File: config.mk
export PLATFORM = sky130hd
export DESIGN_NAME = btn_operand_entry
export DESIGN_NICKNAME = d
export VERILOG_FILES = /design/src/rtl/alu_pkg.sv /design/src/rtl/btn_debounce.sv /design/src/rtl/btn_operand_entry.sv
export SDC_FILE = /design/constraint.sdc
export NUM_CORES = 1
export LEC_CHECK = 0
export ABC_AREA = 1
export BUFFER_PORTS_ARGS = -buffer_cell sky130_fd_sc_hd__buf_4
export CAP_MARGIN = 20
export CORE_ASPECT_RATIO = 1.25
export CORE_MARGIN = 4
export CORE_UTILIZATION = 45
export DETAILED_ROUTE_END_ITERATION = 7
export PLACE_DENSITY_LB_ADDON = 0.2
export SYNTH_ARGS = -nofsm -noshare
export SYNTH_HDL_FRONTEND = slang
export SYNTH_SLANG_ARGS = --single-unit
File: constraint.sdc
create_clock -name clk -period 3.8 [get_ports clk]
set_input_delay 0.57 -clock clk [delete_from_list [all_inputs] [get_ports clk]]
set_output_delay 0.57 -clock clk [all_outputs]
set_load 0.03 [all_outputs]
File: src/rtl/alu_pkg.sv
// Shared encodings for the button-driven operand entry path.
// Phase and op encodings match the display driver and alu3.
package alu_pkg;

    localparam int W_OP = 3;

    typedef enum logic [1:0] {
        PH_EDIT_A  = 2'b00,
        PH_EDIT_B  = 2'b01,
        PH_EDIT_OP = 2'b10,
        PH_SHOW    = 2'b11
    } phase_t;

    typedef enum logic [1:0] {
        OP_ADD = 2'b00,
        OP_SUB = 2'b01,
        OP_MUL = 2'b10
    } op_t;

    typedef enum logic [2:0] {
        ACT_NONE,
        ACT_NEXT,
        ACT_BACK,
        ACT_UP,
        ACT_DOWN
    } act_t;

    function automatic int db_count(input int clk_hz, input int ms);
        int c;
        c = clk_hz / 1000 * ms;
        return (c < 1) ? 1 : c;
    endfunction

endpackage

File: src/rtl/btn_debounce.sv
// Button conditioner: 2-FF sync, stability debounce, press pulse.
// Optional hold-to-repeat under BTN_AUTO_REPEAT_EN.
module btn_debounce #(
    parameter int DB_CYCLES = 1
`ifdef BTN_AUTO_REPEAT_EN
    ,
    parameter int CLK_HZ = 1000,
    parameter bit REPEAT = 1'b0
`endif
) (
    input  logic clk,
    input  logic rst,
    input  logic raw,
    output logic pulse
);

    localparam int CW = $clog2(DB_CYCLES + 1);

    logic          s1;
    logic          s2;
    logic          level;
    logic          edge_pulse;
    logic          rep_pulse;
    logic [CW-1:0] cnt;

    always_ff @(posedge clk or posedge rst) begin
        if (rst) begin
            s1         <= 1'b0;
            s2         <= 1'b0;
            level      <= 1'b0;
            cnt        <= '0;
            edge_pulse <= 1'b0;
        end else begin
            s1         <= raw;
            s2         <= s1;
            edge_pulse <= 1'b0;
            if (s2 == level) begin
                cnt <= '0;
            end else if (cnt == CW'(DB_CYCLES - 1)) begin
                level      <= s2;
                cnt        <= '0;
                edge_pulse <= s2;
            end else begin
                cnt <= cnt + CW'(1);
            end
        end
    end

`ifdef BTN_AUTO_REPEAT_EN
    generate
        if (REPEAT) begin : g_rep
            localparam int REP_FIRST = CLK_HZ / 1000 * 500;
            localparam int REP_NEXT  = CLK_HZ / 1000 * 100;

            logic [31:0] rcnt;
            logic        first;

            // Hold timer restarts whenever the accepted level drops.
            always_ff @(posedge clk or posedge rst) begin
                if (rst) begin
                    rcnt      <= '0;
                    first     <= 1'b1;
                    rep_pulse <= 1'b0;
                end else if (!level) begin
                    rcnt      <= '0;
                    first     <= 1'b1;
                    rep_pulse <= 1'b0;
                end else begin
                    rep_pulse <= 1'b0;
                    if (rcnt == (first ? 32'(REP_FIRST - 1)
                                       : 32'(REP_NEXT - 1))) begin
                        rep_pulse <= 1'b1;
                        rcnt      <= '0;
                        first     <= 1'b0;
                    end else begin
                        rcnt <= rcnt + 32'd1;
                    end
                end
            end
        end else begin : g_norep
            assign rep_pulse = 1'b0;
        end
    endgenerate
`else
    assign rep_pulse = 1'b0;
`endif

    assign pulse = edge_pulse | rep_pulse;

endmodule

File: src/rtl/btn_operand_entry.sv
// Push-button operand/op entry feeding alu3; optional auto-repeat
// on up/down when BTN_AUTO_REPEAT_EN is defined.
module btn_operand_entry
    import alu_pkg::*;
#(
    parameter int CLK_HZ      = 100_000_000,
    parameter int DEBOUNCE_MS = 10
) (
    input  logic            clk,
    input  logic            rst,
    input  logic            btn_up,
    input  logic            btn_down,
    input  logic            btn_next,
    input  logic            btn_back,
    output logic [W_OP-1:0] A,
    output logic [W_OP-1:0] B,
    output logic [1:0]      op,
    output logic            sub_dir,
    output logic [1:0]      phase,
    output logic            result_valid
);

    localparam int DB_CYCLES = db_count(CLK_HZ, DEBOUNCE_MS);

    logic [3:0] raw;
    logic [3:0] pulse;

    // Bit order: next, back, up, down.
    assign raw = {btn_down, btn_up, btn_back, btn_next};

    for (genvar i = 0; i < 4; i++) begin : g_btn
        btn_debounce #(
            .DB_CYCLES(DB_CYCLES)
`ifdef BTN_AUTO_REPEAT_EN
            ,
            .CLK_HZ(CLK_HZ),
            .REPEAT(i >= 2)
`endif
        ) u_db (
            .clk  (clk),
            .rst  (rst),
            .raw  (raw[i]),
            .pulse(pulse[i])
        );
    end

    phase_t          phase_q, phase_n;
    logic [W_OP-1:0] a_q, a_n;
    logic [W_OP-1:0] b_q, b_n;
    op_t             op_q, op_n;
    logic            dir_q, dir_n;
    logic            rv_q;
    act_t            act;

    always_comb begin
        act = ACT_NONE;
        if (pulse[0])      act = ACT_NEXT;
        else if (pulse[1]) act = ACT_BACK;
        else if (pulse[2]) act = ACT_UP;
        else if (pulse[3]) act = ACT_DOWN;
    end

    always_comb begin
        phase_n = phase_q;
        a_n     = a_q;
        b_n     = b_q;
        op_n    = op_q;
        dir_n   = dir_q;
        unique case (act)
            ACT_NEXT: begin
                unique case (phase_q)
                    PH_EDIT_A:  phase_n = PH_EDIT_B;
                    PH_EDIT_B:  phase_n = PH_EDIT_OP;
                    PH_EDIT_OP: phase_n = PH_SHOW;
                    PH_SHOW:    phase_n = PH_EDIT_A;
                endcase
            end
            ACT_BACK: begin
                unique case (phase_q)
                    PH_SHOW:    phase_n = PH_EDIT_OP;
                    PH_EDIT_OP: phase_n = PH_EDIT_B;
                    default:    phase_n = PH_EDIT_A;
                endcase
            end
            ACT_UP: begin
                unique case (phase_q)
                    PH_EDIT_A:  a_n = a_q + W_OP'(1);
                    PH_EDIT_B:  b_n = b_q + W_OP'(1);
                    PH_EDIT_OP: begin
                        unique case (op_q)
                            OP_ADD:  op_n = OP_SUB;
                            OP_SUB:  op_n = OP_MUL;
                            default: op_n = OP_ADD;
                        endcase
                    end
                    PH_SHOW:    dir_n = ~dir_q;
                endcase
            end
            ACT_DOWN: begin
                unique case (phase_q)
                    PH_EDIT_A:  a_n = a_q - W_OP'(1);
                    PH_EDIT_B:  b_n = b_q - W_OP'(1);
                    PH_EDIT_OP: begin
                        unique case (op_q)
                            OP_ADD:  op_n = OP_MUL;
                            OP_MUL:  op_n = OP_SUB;
                            default: op_n = OP_ADD;
                        endcase
                    end
                    PH_SHOW:    dir_n = ~dir_q;
                endcase
            end
            default: ;
        endcase
    end

    always_ff @(posedge clk or posedge rst) begin
        if (rst) begin
            phase_q <= PH_EDIT_A;
            a_q     <= '0;
            b_q     <= '0;
            op_q    <= OP_ADD;
            dir_q   <= 1'b0;
            rv_q    <= 1'b0;
        end else begin
            phase_q <= phase_n;
            a_q     <= a_n;
            b_q     <= b_n;
            op_q    <= op_n;
            dir_q   <= dir_n;
            rv_q    <= (phase_n == PH_SHOW);
        end
    end

    assign A            = a_q;
    assign B            = b_q;
    assign op           = op_q;
    assign sub_dir      = dir_q;
    assign phase        = phase_q;
    assign result_valid = rv_q;

endmodule
* Word-level counts from Yosys, hierarchy flattened *
Index checks and enable logic that the tools add are counted.
Widths: inputs -> output; s select.

cells by class
  add/sub/neg operators = 8
  equality and inequality tests = 24
  muxes and demuxes = 34
  bitwise gates (word level) = 5
  reduce and logical (&&, ||, !) cells = 12

operators with widths
  operator               count
  $mux 20                8
  $add 20x1->20 const B  4
  $eq 20x20->1 const B   4
  $mux 3                 8
  $pmux 2 s2             5
  $pmux 3 s2             2
  $reduce_and 2->1       5
  $reduce_and 3->1       3
  $eq 2x2->1 const B     4
  $mux 1                 8
  $ne 2x2->1 const B     4
  $pmux 2 s4             1
  $add 3x1->3 const B    2
  $eq 3x2->1 const B     2
  $sub 3x1->3 const B    2
  $not 1->1              5
  $eq 1x1->1             4
  $eq 2x1->1 const B     2
  $logic_not 2->1        2
  $mux 2                 2
  $ne 2x1->1 const B     2
  $eq 3x1->1 const B     1
  $eq 3x3->1 const B     1
  $reduce_bool 2->1      1
  $reduce_or 2->1        1

word-level totals
  bits of input ports = 6
  word-level logic and storage cells = 109
  register bits after elaboration = 108

* Depth between registers and ports, before layout *
Gate-level depths: netlist (run 1).

  depth after elaboration = 7
  mapped depth = 9
  mapped depth without buffers = 9

* Modules after synthesis *
From an unflattened synthesis (run 1), not the netlist that was laid out.

second synthesis, totals
  cell total of the unflattened synthesis = 740
  area total of the unflattened synthesis = 5,975.7 um^2

modules (own cells, without submodules)
  module             sequential area each (um^2)  cells an instance  area an instance (um^2)  times used
  btn_debounce       600.6                        164                1,298.7                  4
  btn_operand_entry  300.3                        84                 780.7                    1

* Worst setup path before layout (run 1) *
Ideal clock, no wire load.

  path kind = flip-flop to flip-flop
  start point = reg g_btn[2].u_db.edge_pulse
  end point = reg a_q[2] (netlist: A[2])
  stages on the path, launching flop included = 7
  setup slack = 2.214 ns
  library setup time = 0.119 ns
  arrival = 1.467 ns
  path buffers = 0
  cells stage by stage = dfrtp_1 -> nor2_1 -> nand3_2 -> fa_1 -> or2_1 -> nand4_1 -> nand2_1

on the way
  longest elaborated chain between the ends = 6
  elaborated cells on any way between the ends = 10

RTL lines
  item                                          line                      source
  start, declared                               btn_debounce.sv:22        logic edge_pulse;
  start signal, assigned                        btn_debounce.sv:32        edge_pulse <= 1'b0;
  start signal, assigned                        btn_debounce.sv:36        edge_pulse <= 1'b0;
  start signal, assigned                        btn_debounce.sv:42        edge_pulse <= s2;
  $mux 3 *                                      btn_operand_entry.sv:59   else if (pulse[2]) act = ACT_UP;
  $mux 3 *                                      btn_operand_entry.sv:58   else if (pulse[1]) act = ACT_BACK;
  $mux 3 *                                      btn_operand_entry.sv:57   if (pulse[0]) act = ACT_NEXT;
  $eq 3x2->1 or $eq 3x3->1 (tied branches)      btn_operand_entry.sv:69   unique case (act)
  $ne 2x2->1 (no line) (tied with other cells)  --
  $reduce_and 3->1 (no line)                    --
  end signal, assigned                          btn_operand_entry.sv:127  a_q <= a_n;
  end, declared                                 btn_operand_entry.sv:48   logic [W_OP-1:0] a_q, a_n;

Every way passes the cells marked *; elsewhere a longest branch is shown, timed or not.
A chain may end at the register's enable or synchronous reset.

* Worst setup path after layout (run 1) *
Ends and elaborated chain as after synthesis.

==> results.tsv, run 1 <==
stage	metric	value	unit
clock_tree	post_cts_resized	0	
timing	hold_viol_final	0	
logic_synthesis	async_reset_ff_share	100.0	%
clock_tree	clock-sinks	108	
timing	slew_headroom	43.41	%
logic_synthesis	synth-main-ff-cell	dfrtp_1	
worst_setup_path	crit_slowest_cell	fa_1	
power_and_ir_drop	power_leakage	2.752	nW
logic_synthesis	synth_top_area_share	47.46	%
route	drt_iter0_drc	196	
route	routed-wl-met3	202	um
grt	grt_max_degree	69	
logic_synthesis	syn-num-nets	727	
power_and_ir_drop	power	2.167	mW
clock_tree	clock_path_buffers	2	
logic_synthesis	synth_edf_count	0	
grt	grt_pass1_vias	4221	
route	num_vias	4345	
clock_tree	holdBufCountCts	0	
cells_and_area	fillerInstances	1203	
cells_and_area	final_layout_size_suffix_gt1_share	12.10	%
clock_tree	h-tree-depth	3	
timing	maxSlewViolCount	0	
clock_tree	clkSlewWorstSetupHoldPaths	70	ps
grt	grt-ovfl-total	0	
clock_tree	cts.root.buffer_cell	clkbuf_16	
logic_synthesis	yosysSeqAreaShare	47.46	%
clock_tree	numCtsBuffers	9	
timing	post-route-period-util	45.14	%
floorplanning	pin_count	18	
place	hpwlAfterDp	7.781	mm
grt	antenna_found_initial	0	
clock_tree	post_cts_buffers	0	
worst_setup_path	worst_ep_arrival_time	1950	ps
timing	fin_setup_tns	0	ps
floorplanning	die_area	0.01453	mm^2
worst_setup_path	worst-path-max-fanout	11	
logic_synthesis	synth-seq-cells	108	
floorplanning	core	0.01227	mm^2
route	drc_errors	0	
floorplanning	rows	45	
logic_synthesis	yosysTopAreaCell	dfrtp_1	
clock_tree	clk_latency	350	ps
worst_setup_path	criticalPathCategory	reg2reg	
power_and_ir_drop	power_density	341.9	mW/mm^2
grt	grt_pass1_wl	18.55	mm
route	wl_per_cell	11.58	um
route	routed.top_layer	met4	
place	io_buffer_count	17	
grt	track_usage	15.65	%
run	cap_violations	0	
worst_setup_path	path_buf_inv	0	
logic_synthesis	synthTopCellsByCount	nor2_1 (170), nand2_1 (150), dfrtp_1 (108)	
outcome	run_status	finished, final reports clean	
timing	fin_crit	1715	ps
cells_and_area	num-nets-final	757	
timing	fin_worst_skew	6.850	ps
route	wl_met1	5.102	mm
floorplanning	start_util	46.39	%
route	via_per_inst	4.785	
route	wl	10.52	mm
floorplanning	chipHeight	133.8	um
worst_setup_path	crit_chain	nor2_1, nand3_2, fa_1, or2_1, nand4_1, nand2_1	
logic_synthesis	avgSynthCellArea	8.031	um^2
cells_and_area	diodes	0	
min_path	hold_path_class	in2reg	
power_and_ir_drop	vdd_drop_max	0.1681	mV
logic_synthesis	yosys_warnings	0	
route	drtPass1Iterations	4	
route	ant_nets	0	
logic_synthesis	synth.most_common_cell	nor2_1	
worst_setup_path	cp_top_family	simple AND/OR/NAND/NOR gates	
clock_tree	tritoncts	done	
timing	fmax	0.5829	GHz
logic_synthesis	syn_area	0.005694	mm^2
timing	setup_viol	0	
worst_setup_path	cp-start-kind	flip-flop	
worst_setup_path	end_kind	flip-flop	
place	gp_routability_congestion	0.8858	
logic_synthesis	netlist_instances	709	
worst_setup_path	max_stage_delay	440	ps
worst_setup_path	cp.required	4030	ps
timing	rsz0062_at_grt	false	
logic_synthesis	yosysUniqueCellTypes	28	
floorplanning	die_x	108.6	um
timing	final.setup.worst_slack	2085	ps
timing	worstMarginPinSlew	848.9	ps
cells_and_area	syn2layout_area_growth	11.29	%
route	wl_met2	4.980	mm
place	dp_slack	2063	ps
logic_synthesis	synth_area_leaders	dfrtp_1 (47%), nor2_1 (11%), nand2_1 (9.9%), xor2_1 (5.8%), inv_1 (4.8%)	
[layout make-up]
| type | count | area (um^2) | share of cell area (%) |
|---|---|---|---|
| Clock buffer | 10 | 229.0 | 3.613 |
| Clock inverter | 6 | 63.81 | 1.007 |
| Inverter | 78 | 295.3 | 4.659 |
| Multi-Input combinational cell | 523 | 2699 | 42.59 |
| Sequential cell | 108 | 2703 | 42.65 |
| Tap cell | 164 | 205.2 | 3.238 |
| Timing Repair Buffer | 19 | 142.6 | 2.251 |
[final timing paths]
path                                startpoint                     to  slack (ps)  cells past startpoint
max                        g_btn[2].u_db.pulse                   A[2]        2080                      6
min                                   btn_down       g_btn[3].u_db.s1         330                      1
max reg2reg                g_btn[2].u_db.pulse                   A[2]        2080                      6
min reg2reg                   g_btn[1].u_db.s1       g_btn[1].u_db.s2         350                      0
max in group asynchronous                  rst  g_btn[1].u_db.cnt[13]        2520                      3
min in group asynchronous                  rst  g_btn[1].u_db.cnt[18]         400                      2
[stage by stage]
| stage | util, % | cell area [um^2] | hold WS, ps | std cells |
|---|---|---|---|---|
| global route | 51.63 | 6337 | 317.1 | 908 |
| detailed placement | 49.25 | 6045 | 334.7 | 892 |
| global placement | 49.25 | 6045 | 332.8 | 892 |
| CTS | 51.63 | 6337 | 316.1 | 908 |
| floorplan | - | 5694 | 331.2 | 709 |
| finish | 51.63 | 6337 | 329.2 | 908 |
[sequential cells by signal (all words and copies together), names as in the netlist, 2 cells and up]
register          cells
g_btn.u_db.cnt       80
op                    2
A                     3
B                     3
g_btn.u_db.s1         4
g_btn.u_db.s2         4
g_btn.u_db.level      4
g_btn.u_db.pulse      4
phase                 2
[kinds of logic after synthesis]
family / after synthesis / synth area share [%]
DFF: 108 / 47.46
adders and majority gates: 12 / 2.900
buffers and inverters: 78 / 5.142
AOI/OAI and AO/OA: 24 / 2.263
xor gates and xnor gates: 48 / 7.383
and+or+nand+nor: 439 / 34.85
[report_power, final]
group | internal, mW | total [mW] | switching, mW | leakage, nW
Sequential | 1.16 | 1.17 | 0.0110 | 1.48
Clock | 0.511 | 0.921 | 0.410 | 0.139
Combinational | 0.0182 | 0.0711 | 0.0528 | 1.13
Total | 1.69 | 2.17 | 0.474 | 2.75
[routing by layer]
metal | global-route usage [%] | vias to the layer above
li1 | - | 2267
met1 | 20.42 | 2019
met2 | 25.88 | 43
met3 | 2.084 | 16
met4 | 6.737 | 0
met5 | 0 | -
[worst reg2reg max path, delay by kind of cell (launching register included)]
family | cells | cell delay [ps]
flops | 1 | 380
simple gates | 5 | 780
fa+ha+maj | 1 | 440
[cells in the final DEF (no fill, tap or decap), types with 3 or more instances in the layout]
cell type / synthesis / layout
nand2_2: 13 / 13
ha_1: 10 / 10
nand3_1: 34 / 34
nor3_1: 16 / 16
nand4_1: 13 / 13
o21ai_0: 12 / 12
a21oi_1: 7 / 7
nor2_1: 170 / 170
inv_2: 5 / 5
xor2_1: 38 / 38
nor2_4: 6 / 6
nand3_2: 7 / 7
nand2_1: 150 / 150
inv_1: 73 / 72
clkbuf_16: 0 / 9
nand2_4: 3 / 3
nor3b_1: 5 / 5
dfrtp_1: 108 / 108
nor3_2: 5 / 5
xnor2_1: 10 / 10
nor2_2: 13 / 13
buf_4: 0 / 19
No activity file was read; power rests on OpenSTA's default activity.
==> run 2, diff against run 1 <==
Clock period 3.8 ns to 1.6 ns, I/O delays scaled along.
==> run 2 against run 1 <==
  * Clock power increased by 120%
  * Register-to-register slack got worse by 2000 ps
  * Setup slack got worse by 2000 ps
  * First-iteration DRC count decreased by 27%
  * Non-clock buffer count increased by 12
  * Global-route usage decreased by 0.15 points
  * Fmax increased by 14%
  * Wire length decreased by 1.5%
  * Utilization increased by 1.5 points
  * Count of clock-buffer cells in the layout increased by 1
  * Cell count increased by 1.3%
  * Via count increased by 2.5%
  * Largest cell class is now multi-input combinational cells
==> results.tsv, run 2 (synthesis gave the netlist of run 1 again) <==
stage	metric	value	unit	change
outcome	run_status	finished, final reports clean		
grt	grt_pass1_wl	18.35	mm	-1.1%
route	num_vias	4452		+2.5%
clock_tree	clk_latency	340	ps	about the same
route	wl_per_cell	11.26	um	-2.8%
floorplanning	pin_count	18		unchanged
grt	met3_usage	2.714	%	+0.63 points
clock_tree	clock_path_buffers	2		unchanged
cells_and_area	final_layout_size_suffix_gt1_share	13.89	%	+1.8 points
power_and_ir_drop	vdd_drop_max	0.5872	mV	+250%
worst_setup_path	criticalPathCategory	reg2reg		
clock_tree	cts.root.buffer_cell	clkbuf_16		
worst_setup_path	max_stage_delay	400	ps	-40 ps
worst_setup_path	cp.required	1880	ps	-2150 ps
cells_and_area	fillerInstances	1168		-2.9%
worst_setup_path	crit_top_cell	nand2_1		
route	drt_iter0_drc	143		-27%
cells_and_area	mostFrequentLayoutCell	nor2_1		
grt	top_usage_layer	met2		
floorplanning	die_x	108.6	um	unchanged
route	drtPass1Iterations	4		unchanged
min_path	hold_path_class	in2async		
worst_setup_path	endpoint	A[2]		
route	ant_nets	0		unchanged
clock_tree	tritoncts	done		
cells_and_area	largest-register	g_btn.u_db.cnt		
cells_and_area	largest_reg_flops	80		unchanged
timing	hold_viol_final	0		unchanged
place	dp_slack	-41.31	ps	-2105 ps
route	wl	10.36	mm	-1.5%
worst_setup_path	r2r_slack	90	ps	-1990 ps
timing	fin_setup_tns	0	ps	unchanged
clock_tree	h-tree-depth	3		unchanged
floorplanning	core	0.01227	mm^2	unchanged
floorplanning	rows	45		unchanged
timing	slew_headroom	63.07	%	+20 points
timing	fin_crit	1506	ps	-209.5 ps
grt	grt_max_degree	109		+58%
worst_setup_path	crit_chain	nor2_4, nand3_4, fa_2, or2_1, nand2_1, o21ai_1, nand2_1		
grt	grt_pass1_vias	4322		+2.4%
timing	fin_worst_skew	4.373	ps	-2.477 ps
clock_tree	clkSlewWorstSetupHoldPaths	70	ps	about the same
cells_and_area	multi_input_area	0.002768	mm^2	+2.5%
cells_and_area	design_area	0.006519	mm^2	+2.9%
place	io_buffer_count	17		unchanged
worst_setup_path	critical_path.startpoint	g_btn[1].u_db.pulse		
floorplanning	start_util	46.39	%	unchanged
timing	post-route-period-util	94.12	%	+49 points
worst_setup_path	r2r.worst_path.cells	7		+1
timing	maxSlewViolCount	0		unchanged
worst_setup_path	worst_ep_arrival_time	1790	ps	-160 ps
place	place_area	0.006088	mm^2	+0.72%
place	hpwlAfterDp	7.690	mm	-1.2%
worst_setup_path	worst_r2r_startpoint	g_btn[1].u_db.pulse		
route	drc_errors	0		unchanged
grt	use_met2	26.53	%	+0.65 points
cells_and_area	ff_latch_area	0.002703	mm^2	unchanged
cells_and_area	final_cell_mix	nor2_1 (168), nand2_1 (150), dfrtp_1 (108)		
worst_setup_path	end_kind	flip-flop		
worst_setup_path	worst-path-max-fanout	7		-4
power_and_ir_drop	power_density	773.7	mW/mm^2	+130%
worst_setup_path	r2r-end	A[2]		
grt	grtUsageMet1	18.98	%	-1.4 points
timing	fmax	0.6640	GHz	+14%
route	via_per_inst	4.839		+1.1%
timing	worstMarginPinSlew	553.9	ps	-295.0 ps
power_and_ir_drop	power_leakage	2.852	nW	+3.6%
grt	track_usage	15.50	%	-0.15 points
cells_and_area	syn2layout_area_growth	14.48	%	
worst_setup_path	crit_slowest_cell	dfrtp_1		
timing	setup_viol	0		unchanged
power_and_ir_drop	power	5.043	mW	+130%
place	gp_routability_congestion	0.8411		-5.0%
cells_and_area	num-nets-final	769		+1.6%
clock_tree	numCtsBuffers	9		unchanged
timing	rsz0062_at_grt	true		
cells_and_area	diodes	0		unchanged
worst_setup_path	cp-start-kind	flip-flop		
floorplanning	die_area	0.01453	mm^2	unchanged
floorplanning	chipHeight	133.8	um	unchanged
grt	antenna_found_initial	0		unchanged
grt	grt-ovfl-total	0		unchanged
clock_tree	clock-sinks	108		unchanged
timing	final.setup.worst_slack	94.05	ps	-1991 ps
run	cap_violations	0		unchanged
==> run 2: changes by cell type in the layout (fill, tap and decap cells not counted), moves of 3 or more <==
| cell | previous run | this run |
|---|---|---|
| ha_1 | 10 | 7 |
| ha_2 | 0 | 3 |
| nor3_2 | 5 | 2 |
| buf_4 | 19 | 25 |
| nor3_4 | 0 | 3 |
| dlygate4sd3_1 | 0 | 4 |
| nor2_4 | 6 | 10 |
==> run 2: worst min path at each step <==
stage | endpoint | slack (ps) | depth (start not counted)
final | g_btn[3].u_db.s1 | 60 | 3
after global routing | g_btn[1].u_db.s2 | 130 | 3
after CTS | g_btn[1].u_db.cnt[7] | 80 | 3
after detailed placement | g_btn[0].u_db.s2 | 340 | 0
after global placement | g_btn[3].u_db.s2 | 330 | 0
after floorplan | g_btn[0].u_db.s1 | 270 | 0
==> run 2: repair_timing <==
item | CTS | global route
pin swaps | 1 | 4
hold buffers | 4 | 0
hold endpoints to repair | 4 | 0
endpoints found under the setup margin | 2 | 27
setup buffers | 1 | 3
resized for setup | 2 | 14
==> run 2: where the power goes <==
part | leakage [nW] | switching (mW) | internal (mW) | total [mW]
Combinational | 1.24 | 0.129 | 0.0615 | 0.190
Sequential | 1.48 | 0.0272 | 2.76 | 2.79
Clock | 0.128 | 0.962 | 1.10 | 2.06
Total | 2.85 | 1.12 | 3.93 | 5.04
==> run 2: stage by stage <==
stage | util, % | hold WS [ps] | cells
2_1_floorplan | - | 271.4 | 709
3_3_place_gp | 49.60 | 333.9 | 896
3_5_place_dp | 49.60 | 341.0 | 896
4_1_cts | 52.34 | 82.70 | 917
5_1_grt | 53.11 | 129.4 | 920
6_report | 53.11 | 57.29 | 920
==> run 2: cell type report <==
type,count,share of cell area [%]
repair buffers,31,4.107
flip-flops and latches,108,41.46
well taps,164,3.148
inverters,78,4.549
clock buffers,11,3.724
clock inverters,5,0.5566
multi-input cells,523,42.46
==> run 2: critical path, delay by kind of cell (launching register included) <==
family          cells  cell delay, ps
compound gates      1              60
fa+ha+maj           1             350
flops               1             400
simple gates        5             630
==> run 2: layer usage <==
metal	share of wire [%]	vias up
met4	1.8	0
met1	45	2090
met5	0	-
met3	2.5	11
met2	50	62
li1	-	2289
==> run 3, diff against run 2 <==
Settings changed: GPL_TIMING_DRIVEN set to 0.
==> run 3 against run 2 <==
  * Critical endpoint is now B[2]
  * Largest cell class unchanged
  * Total power is 1.2% higher
  * Clock power is 2% higher
  * Cell count is 0.43% higher
==> results.tsv, run 3 (synthesis gave the netlist of run 1 again) <==
stage	metric	value	unit	change
outcome	run_status	finished, final reports clean		
power_and_ir_drop	swShare	23.60	%	+1.4 points
route	via_per_inst	4.845		+0.13%
clock_tree	h-tree-depth	3		unchanged
clock_tree	clk_latency	360	ps	+20 ps
floorplanning	pin_count	18		unchanged
cells_and_area	design_area	0.006553	mm^2	+0.52%
worst_setup_path	crit_chain	nor2_4, nand3_4, fa_2, or2_1, nand4_1, nand2_1		
grt	grt_pass1_wl	19.03	mm	+3.7%
cells_and_area	final_cell_mix	nor2_1 (169), nand2_1 (150), dfrtp_1 (107)		
worst_setup_path	criticalPathCategory	reg2reg		
cells_and_area	fin_cells	924		+0.43%
place	place_inst	892		-0.45%
place	io_buffer_count	17		unchanged
timing	worstMarginPinSlew	837.3	ps	+283.4 ps
timing	post-route-period-util	96.77	%	+2.7 points
worst_setup_path	cp-start-kind	flip-flop		
place	hpwlAfterDp	7.912	mm	+2.9%
timing	final.setup.worst_slack	51.62	ps	-42.43 ps
run	cap_violations	0		unchanged
power_and_ir_drop	power.net_switching	1.204	mW	+7.7%
cells_and_area	ff_latch_area	0.002704	mm^2	about the same
power_and_ir_drop	vdd_drop_max	0.4324	mV	-26%
floorplanning	rows	45		unchanged
clock_tree	clock_path_buffers	2		unchanged
route	wl	11.03	mm	+6.5%
timing	maxSlewViolCount	0		unchanged
cells_and_area	largest-register	g_btn.u_db.cnt		
worst_setup_path	end_kind	flip-flop		
power_and_ir_drop	power.internal	3.898	mW	-0.69%
timing	fin_crit	1548	ps	+42.43 ps
floorplanning	die_x	108.6	um	unchanged
floorplanning	chipHeight	133.8	um	unchanged
timing	setup_viol	0		unchanged
worst_setup_path	worst-path-max-fanout	5		-2
place	place_area	0.006071	mm^2	-0.29%
cells_and_area	diodes	0		unchanged
worst_setup_path	worst_ep_arrival_time	1800	ps	about the same
grt	grt_pass1_vias	4265		-1.3%
floorplanning	die_area	0.01453	mm^2	unchanged
power_and_ir_drop	power_density	778.7	mW/mm^2	+0.65%
route	ant_nets	0		unchanged
worst_setup_path	cp_top_family	simple AND/OR/NAND/NOR gates		
place	dp_slack	-177.6	ps	-136.2 ps
timing	rsz0062_at_grt	true		
floorplanning	core	0.01227	mm^2	unchanged
route	wl_per_cell	11.94	um	+6.1%
clock_tree	tritoncts	done		
cells_and_area	multi_input_area	0.002760	mm^2	-0.27%
timing	fin_setup_tns	0	ps	unchanged
worst_setup_path	path_buf_inv	0		unchanged
power_and_ir_drop	clkPwrFrac	41.2	%	+0.3 points
clock_tree	clkSlewWorstSetupHoldPaths	80	ps	about the same
clock_tree	clock-sinks	108		unchanged
cells_and_area	mostFrequentLayoutCell	nor2_1		
power_and_ir_drop	p_comb_share	4.1	%	+0.3 points
grt	grt_max_degree	40		-63%
place	gp_routability_congestion	0.8932		+6.2%
cells_and_area	largest_reg_flops	80		unchanged
min_path	hold_path_class	in2async		
grt	track_usage	16.28	%	+0.78 points
timing	slew_headroom	44.06	%	-19 points
worst_setup_path	crit_slowest_cell	dfrtp_1		
timing	hold_viol_final	0		unchanged
worst_setup_path	cp.required	1850	ps	-30 ps
floorplanning	start_util	46.39	%	unchanged
timing	fmax	0.6458	GHz	-2.7%
grt	antenna_found_initial	0		unchanged
clock_tree	numCtsBuffers	9		unchanged
route	drtPass1Iterations	4		unchanged
grt	grt-ovfl-total	0		unchanged
route	drc_errors	0		unchanged
power_and_ir_drop	power_leakage	2.878	nW	+0.91%
clock_tree	cts.root.buffer_cell	clkbuf_16		
cells_and_area	syn2layout_area_growth	15.07	%	
route	drt_iter0_drc	145		+1.4%
cells_and_area	num-nets-final	773		+0.52%
route	num_vias	4477		+0.56%
timing	fin_worst_skew	10.56	ps	+6.191 ps
power_and_ir_drop	pwr-share-seq	54.7	%	-0.6 points
timing	worst_hold_slack	45.93	ps	-11.36 ps
worst_setup_path	max_stage_delay	410	ps	about the same
cells_and_area	fillerInstances	1204		+3.1%
cells_and_area	final_layout_size_suffix_gt1_share	14.47	%	+0.58 points
## run 3: worst reg2reg max path: stages, from the launching register on
cell and delay [ps]:
dfrtp_1 410, nor2_4 150, nand3_4 120, fa_2 360, or2_1 250, nand4_1 100
nand2_1 60
## run 3: layout make-up
class / count / share of cell area (%)
multi-input combinational: 523 / 42.12
sequential: 108 / 41.26
timing repair buffer: 35 / 4.736
inverter: 78 / 4.525
clock buffer: 9 / 3.437
tap: 164 / 3.132
clock inverter: 7 / 0.7829
## run 3: through the flow
step           total power, mW  util [%]
2_1_floorplan            2.960         -
3_3_place_gp             3.009     49.13
3_5_place_dp             3.028     49.46
4_1_cts                  5.172     52.27
5_1_grt                  5.332     53.38
6_report                 5.103     53.38
## run 3: power groups by stage
stage / combinational [mW] / clock [mW] / sequential (mW)
2_1_floorplan: 0.122 / 0 / 2.84
3_3_place_gp: 0.166 / 0 / 2.84
3_5_place_dp: 0.184 / 0 / 2.84
4_1_cts: 0.192 / 2.19 / 2.79
5_1_grt: 0.242 / 2.30 / 2.79
6_report: 0.208 / 2.10 / 2.79
## run 3: routing by layer
metal / vias up / wire (um) / part of all wire, % / track usage (%)
met1: 2107 / 4916 / 45 / 20.16
met3: 14 / 329 / 3.0 / 2.763
met4: 0 / 239 / 2.2 / 7.509
met5: - / 0 / 0 / 0
met2: 65 / 5546 / 50 / 27.46
li1: 2291 / - / - / -
## run 3: path summary, 6_finish.rpt
check,to,slack [ps],cells after the start,start
min reg2reg,g_btn[0].u_db.s2,340,0,g_btn[0].u_db.s1
max reg2reg,B[2],50,6,g_btn[1].u_db.pulse
max,B[2],50,6,g_btn[1].u_db.pulse
max in group asynchronous,g_btn[0].u_db.s1,660,4,rst
min in group clk,g_btn[0].u_db.s2,340,0,g_btn[0].u_db.s1
min,g_btn[3].u_db.cnt[5],50,2,rst
## run 3: repair_timing
item | 4_1_cts | 5_1_grt
buffers inserted | 1 | 11
pin swaps | 1 | 6
gates cloned | 0 | 0
gates resized for setup | 6 | 9
endpoints found under the setup margin | 2 | 28
endpoints found under the hold margin | 4 | 0
hold buffers | 4 | 0
